File: config.mk
export PLATFORM = sky130hd
export DESIGN_NAME = busca_aproximacao_sucessiva
export DESIGN_NICKNAME = d
export VERILOG_FILES = /design/src/rtl/busca_aproximacao_sucessiva.sv
export SDC_FILE = /design/constraint.sdc
export NUM_CORES = 1
export LEC_CHECK = 0
export ABC_CLOCK_PERIOD_IN_PS = 2600
export BUFFER_PORTS_ARGS = -buffer_cell sky130_fd_sc_hd__buf_2
export CORE_UTILIZATION = 55
export DETAILED_ROUTE_END_ITERATION = 7
export PLACE_DENSITY = 0.8
export RECOVER_POWER = 25
export REMOVE_ABC_BUFFERS = 1
export SETUP_SLACK_MARGIN = 0.5
export SYNTH_ARGS = -nofsm -noshare
export SYNTH_HDL_FRONTEND = slang
export SYNTH_SLANG_ARGS = --single-unit
File: constraint.sdc
create_clock -name clock -period 2.6 [get_ports clock]
set_input_delay 0.26 -clock clock [delete_from_list [all_inputs] [get_ports clock]]
set_output_delay 0.26 -clock clock [all_outputs]
set_load 0.005 [all_outputs]
File: src/rtl/busca_aproximacao_sucessiva.sv
// Successive-approximation search controller: drives candidate B into an external
// magnitude comparator and resolves the hidden operand A MSB first.
module busca_aproximacao_sucessiva #(
  parameter int N = 4
) (
  input  logic         clock,
  input  logic         reset,
  input  logic         iniciar,
  input  logic         igual,
  input  logic         maior,
  input  logic         menor,
  output logic [N-1:0] B,
  output logic [N-1:0] resultado,
  output logic         pronto,
  output logic         erro,
  output logic         ocupado
);

  localparam int KW = (N > 1) ? $clog2(N) : 1;
  localparam logic [N-1:0] MSB_ONLY = {1'b1, {(N-1){1'b0}}};
  localparam logic [KW-1:0] K_TOP = KW'(N - 1);

  typedef enum logic {
    OCIOSO,
    TESTA
  } state_t;

  state_t        r_state, w_state_nxt;
  logic [KW-1:0] r_k, w_k_nxt;
  logic [N-1:0]  r_b, w_b_nxt;
  logic [N-1:0]  r_res, w_res_nxt;
  logic          r_pronto, w_pronto_nxt;
  logic          r_erro, w_erro_nxt;
  logic          r_ocupado, w_ocupado_nxt;
  logic [N-1:0]  w_mask;
  logic [N-1:0]  w_cand;
  logic          w_onehot;

  always_comb begin
    w_onehot = 1'b0;
    case ({igual, maior, menor})
      3'b100, 3'b010, 3'b001: w_onehot = 1'b1;
      default:                w_onehot = 1'b0;
    endcase
  end

  // Bit under test; "menor" means the tentative bit overshoots A and must drop.
  always_comb begin
    w_mask = N'(1) << r_k;
    w_cand = menor ? (r_b & ~w_mask) : r_b;
  end

  always_comb begin
    w_state_nxt   = r_state;
    w_k_nxt       = r_k;
    w_b_nxt       = r_b;
    w_res_nxt     = r_res;
    w_pronto_nxt  = 1'b0;
    w_erro_nxt    = 1'b0;
    w_ocupado_nxt = r_ocupado;
    case (r_state)
      OCIOSO: begin
        if (iniciar) begin
          w_state_nxt   = TESTA;
          w_b_nxt       = MSB_ONLY;
          w_k_nxt       = K_TOP;
          w_ocupado_nxt = 1'b1;
        end
      end
      TESTA: begin
        if (!w_onehot) begin
          w_state_nxt   = OCIOSO;
          w_erro_nxt    = 1'b1;
          w_pronto_nxt  = 1'b1;
          w_res_nxt     = '0;
          w_b_nxt       = '0;
          w_ocupado_nxt = 1'b0;
        end else if (igual) begin
          w_state_nxt   = OCIOSO;
          w_res_nxt     = r_b;
          w_pronto_nxt  = 1'b1;
          w_ocupado_nxt = 1'b0;
        end else if (r_k == '0) begin
          w_state_nxt   = OCIOSO;
          w_res_nxt     = w_cand;
          w_pronto_nxt  = 1'b1;
          w_ocupado_nxt = 1'b0;
        end else begin
          w_b_nxt = w_cand | (w_mask >> 1);
          w_k_nxt = r_k - 1'b1;
        end
      end
      default: w_state_nxt = OCIOSO;
    endcase
  end

  always_ff @(posedge clock or posedge reset) begin
    if (reset) begin
      r_state   <= OCIOSO;
      r_k       <= K_TOP;
      r_b       <= '0;
      r_res     <= '0;
      r_pronto  <= 1'b0;
      r_erro    <= 1'b0;
      r_ocupado <= 1'b0;
    end else begin
      r_state   <= w_state_nxt;
      r_k       <= w_k_nxt;
      r_b       <= w_b_nxt;
      r_res     <= w_res_nxt;
      r_pronto  <= w_pronto_nxt;
      r_erro    <= w_erro_nxt;
      r_ocupado <= w_ocupado_nxt;
    end
  end

  assign B         = r_b;
  assign resultado = r_res;
  assign pronto    = r_pronto;
  assign erro      = r_erro;
  assign ocupado   = r_ocupado;

endmodule

== Word-level counts from Yosys, hierarchy flattened ==
Cells that the tools add are included.
Widths: inputs -> output; s select.

* Add/subtract/negate cells: 1
* Equality and inequality tests: 11
* Shifts and indexed selects: 1
* Multiplexer cells: 31
* Bitwise gates (word level): 4
* Reduce and logical (&&, ||, !) cells: 6

{| class="wikitable"
|+ Operators by type and width
! cell !! count
|-
| $mux 4 || 8
|-
| $mux 1 || 15
|-
| $mux 2 || 4
|-
| $pmux 4 s2 || 1
|-
| $ne 2x2->1 const B || 3
|-
| $ne 3x3->1 const B || 2
|-
| $and 4x4->4 || 1
|-
| $ne 4x3->1 const B || 1
|-
| $not 4->4 || 1
|-
| $or 4x3->4 || 1
|-
| $pmux 1 s2 || 2
|-
| $pmux 2 s2 || 1
|-
| $reduce_and 2->1 || 2
|-
| $reduce_and 4->1 || 1
|-
| $shl 1x2->4 const A || 1
|-
| $eq 3x1->1 const B || 1
|-
| $eq 3x2->1 const B || 1
|-
| $eq 3x3->1 const B || 1
|-
| $ne 3x2->1 const B || 1
|-
| $reduce_and 3->1 || 1
|-
| $reduce_or 3->1 || 1
|-
| $logic_not 2->1 || 1
|-
| $ne 2x1->1 const B || 1
|-
| $sub 2x1->2 const B || 1
|-
| $not 1->1 || 1
|}

* Register bits: 14
* Output and inout bits: 11

== Longest topological paths before layout ==
* Depth after elaboration: 9
* Depth in mapped cells: 5
* Mapped depth without buffers: 5

== Worst setup path after synthesis ==
OpenSTA, ideal clock, no wires.

* Kind: register -> register
* Start point: register r_k[0]
* End point: register r_res[1], in the netlist resultado[1]
* Setup time: 0.122 ns
* Arrival: 1.594 ns
* Required time: 2.478 ns
* Slack: 0.885 ns
* Stages on the path, launching flop included: 6
* Path through: dfstp_2 > inv_1 > ha_1 > nor4bb_1 > or3_1 > a32o_1

* Longest elaborated chain between the ends: 7
* Elaborated cells on any way between the ends: 10

{| class="wikitable"
|+ RTL lines
! element !! RTL line !! RTL
|-
| start, declared || 29 || <nowiki>logic [KW-1:0] r_k, w_k_nxt;</nowiki>
|-
| start signal, assigned || 108 || <nowiki>r_k <= w_k_nxt;</nowiki>
|-
| $shl 1x2->4 || 49 || <nowiki>w_mask = N'(1) << r_k;</nowiki>
|-
| $not 4->4 || 50 || <nowiki>w_cand = menor ? (r_b & ~w_mask) : r_b;</nowiki>
|-
| $and 4x4->4 || 50 ||
|-
| $mux 4 || 50 ||
|-
| $mux 4 || 83 || <nowiki>end else if (r_k == '0) begin</nowiki>
|-
| $mux 4 || 78 || <nowiki>end else if (igual) begin</nowiki>
|-
| $mux 4 || 71 || <nowiki>if (!w_onehot) begin</nowiki>
|-
| end signal, assigned || 110 || <nowiki>r_res <= w_res_nxt;</nowiki>
|-
| end, declared || 31 || <nowiki>logic [N-1:0] r_res, w_res_nxt;</nowiki>
|}

Parallel ways exist; a longest one is shown, timed or not. The select of a mux whose other input is x is not followed.
A chain may end at the register's enable or synchronous reset.

== Worst setup path after layout ==
* Start point: register r_k[0]
* End point: register r_res[2], in the netlist resultado[2]

Same word-level chain as after synthesis.

==> summary.md <==
| Metric | Value |
|---|---|
| CP endpoint kind | register |
| Failing checks | negative hold slack |
| Initial Utilization | between 60 and 70% |
| CP cell instances | inv_1 -> ha_1 -> nor4bb_1 -> or3_1 -> a32o_1 |
| Crit-path leading delay family | simple AND/OR/NAND/NOR gates |
| Port buffer count | 16 |
| Top cells by count, synth | dfrtp_1, inv_1, a21oi_1 |
| Via Count | roughly 640 |
| Cts bufs inserted | 3 |
| Mapped Area | ~800 um2 |
| Clock transition at path regs | 0.09 ns |
| Drt via density | around 5.8 |
| Fmax | 536 MHz |
| Post-synthesis async set-or-reset flop share | 100% |
| Run status | finished, violations left |
| Flop2flop setup slack | approximately 0.73 ns |
| Core area | around 1300 um2 |
| R2R depth | 5 |
| Avg Cell Area, Syn | between 10 and 15 um2 |
| Synth unique cells | 33 |
| Synth area leaders | dfrtp_1, dfstp_2, ha_1 |
| Area fraction of the dominant cell type after synthesis | 37.7% |
| Hold_ws | -0.00524 ns |
| Ports | 17 |
| Worst r2r src | r_k[0] |
| Detailed Place HPWL | around 1200 um |
| Clock Tree Buf Depth | 2 |
| GPL Wtd Cong | about 0.9 |
| Sequential area share after synthesis | roughly 44% |
| Clk Tree Root Cell | clkbuf_4 |
| Non-filler cells, final | 110 |
| # setup viols final | 0 |
| Global router's overall resource usage | between 20 and 25% |
| First-pass detailed-route iteration total | 4 |
| Max Slew Vio Count | 0 |
| Final Hold Fails | 6 |
| Crit Path Class | reg2reg |
| Max incr delay on CP | 0.57 ns |
| Most common cell in the netlist | dfrtp_1 |
| Initial DRC count | 15 |
| Die area | ~1600 um2 |
| Hold buffer count at CTS | 0 |
| Postcts setup bufs | 0 |
| Max-cap viol count | 0 |
| RSZ-0062 raised after global routing | no |
| Power per cell area | approximately 620 nW/um2 |
| Placed insts | between 100 and 150 |
| CP bufs+invs | 1 |
| Number of flops mapped to enable cells by yosys | 0 |
| Synth-to-Final Area Change | 12.6% |
| Core Rows | 13 |
| Drt wl/cell | approximately 14 um |
| Final worst-path cycle share | a little under three quarters |
| Syn Inst Count | 79 |
| Clock Skews | a little under 0.007 ns |
| Slew HR | between 60% and 70% |
| Area leader, netlist | dfrtp_1 |
| Most used DFF post-synth | dfrtp_1 |
| Layout Nets | 106 |
| Terminus of the critical flop-to-flop path | resultado[2] |
| Die Width | 40.1 um |
| Clk sinks | 14 |
| Peak VDD IR | about 0.39 mV |
| CP max stage cell | dfstp_2 |
| Number of global-route vias before repair | 570 |
| First-pass GRT wire length | 2580 um |
| Die Y | between 40 and 50 um |
| Clk_lat worst skew | 0.28 ns |
| Pin count of the biggest net entering global routing | 15 |
| Worst Hold Class | in2async |
| Crit path time final | 1.87 ns |
| Synthesized flop and latch total | 14 |
| LEAKAGE | 0.447 nW |
| Max FO, Critical Path | 7 |
| WP data required | 2.77 ns |
| Post-route DRC violation count | 0 |
| Final WL | between 1500 and 2000 um |
| WP data arrival | a little over 2 ns |
| CTS HTree Levels | 1 |
| Antenna violations before repair | 0 |
| YS warnings | 0 |
| Setup crit start kind | register |
| # diodes | 0 |
| Post-route ant nets | 0 |
| Slew @ Worst Pin | between 0.5 and 0.6 ns |
| Final setup TNS | 0 ns |
| Total grt overflow | 0 |
| Share of post-route cells with drive strength above 1 | roughly 25% |
| TritonCTS clock tree | yes |
| Filler cell count | about 110 |
| Post-cts gate resize count | 0 |
==> layout make-up <==
type	instances	area, um2	area share, %
multi-input cells	51	372	41.4
flip-flops and latches	14	353	39.3
repair buffers	16	80.1	8.93
inverters	10	37.5	4.18
clock buffers	4	36.3	4.04
well taps	15	18.8	2.09
==> worst max path at each step <==
stage                      start            to  cells after the start
after floorplan           r_k[0]  resultado[1]                      5
after global placement    r_k[0]  resultado[2]                      5
after detailed placement  r_k[0]  resultado[2]                      5
after CTS                 r_k[0]  resultado[2]                      5
after global routing      r_k[0]  resultado[2]                      5
final                     r_k[0]  resultado[2]                      5
==> sequential cells by signal, indices dropped and copies added, names as in the netlist <==
signal and cells:
r_state 1, ocupado 1, erro 1, r_k 2, resultado 4, pronto 1, B 4
==> per-layer routing <==
| metal | share of wire, % | global-route usage, % |
|---|---|---|
| met5 | 0 | 0 |
| met4 | 1.7 | 10.3 |
| met3 | 4.1 | 5.00 |
| met2 | 46 | 39.5 |
| met1 | 49 | 32.4 |
==> report_power, final <==
part           switching (mW)  internal, mW  leakage [nW]
clock network          0.0717        0.0850        0.0210
logic                  0.0746        0.0544         0.247
registers              0.0208         0.248         0.178
==> worst reg2reg max path, stage by stage (launching register included) <==
cell and delay, ns:
dfstp_2 0.57, inv_1 0.08, ha_1 0.26, nor4bb_1 0.16, or3_1 0.42, a32o_1 0.27
==> logic make-up after synthesis <==
| family | share of synthesized area, % |
|---|---|
| XOR/XNOR | 3.30 |
| buffers and inverters | 9.11 |
| flip-flops | 44.3 |
| AO/OA/AOI/OAI | 23.4 |
| AND/OR/NAND/NOR | 13.7 |
| adder cells (fa/ha/maj) | 6.28 |
==> layout by cell type (no fill, tap or decap) <==
cell type	n
nor4bb_1	2
a32o_1	2
or2_2	1
a21boi_0	2
dfrtp_1	12
dfstp_2	2
a311oi_1	1
or3_1	1
nand2_1	3
xnor2_1	1
a211oi_2	1
nor3_1	2
nand3_1	1
clkbuf_8	1
a31oi_1	1
buf_2	16
o2111ai_1	2
nor2b_1	2
nor3b_1	2
ha_1	4
o2bb2ai_1	1
nor2_1	1
xor2_1	2
o41ai_1	1
o21ai_0	4
inv_1	10
a221oi_1	1
clkbuf_4	3
nand2b_1	3
a211o_1	2
a21o_1	1
o21ai_1	1
a21oi_1	6
==> per-stage QoR <==
stage	power [mW]	cell area [um2]	setup WS, ns	utilization [%]
5_1_grt	0.593	897	0.681	68.1
6_report	0.555	897	0.733	68.1
3_3_place_gp	0.400	861	0.794	65.3
3_5_place_dp	0.403	861	0.758	65.3
4_1_cts	0.559	897	0.747	68.1
2_1_floorplan	0.352	762	0.885	-
Power figures use the tool's default switching activity.
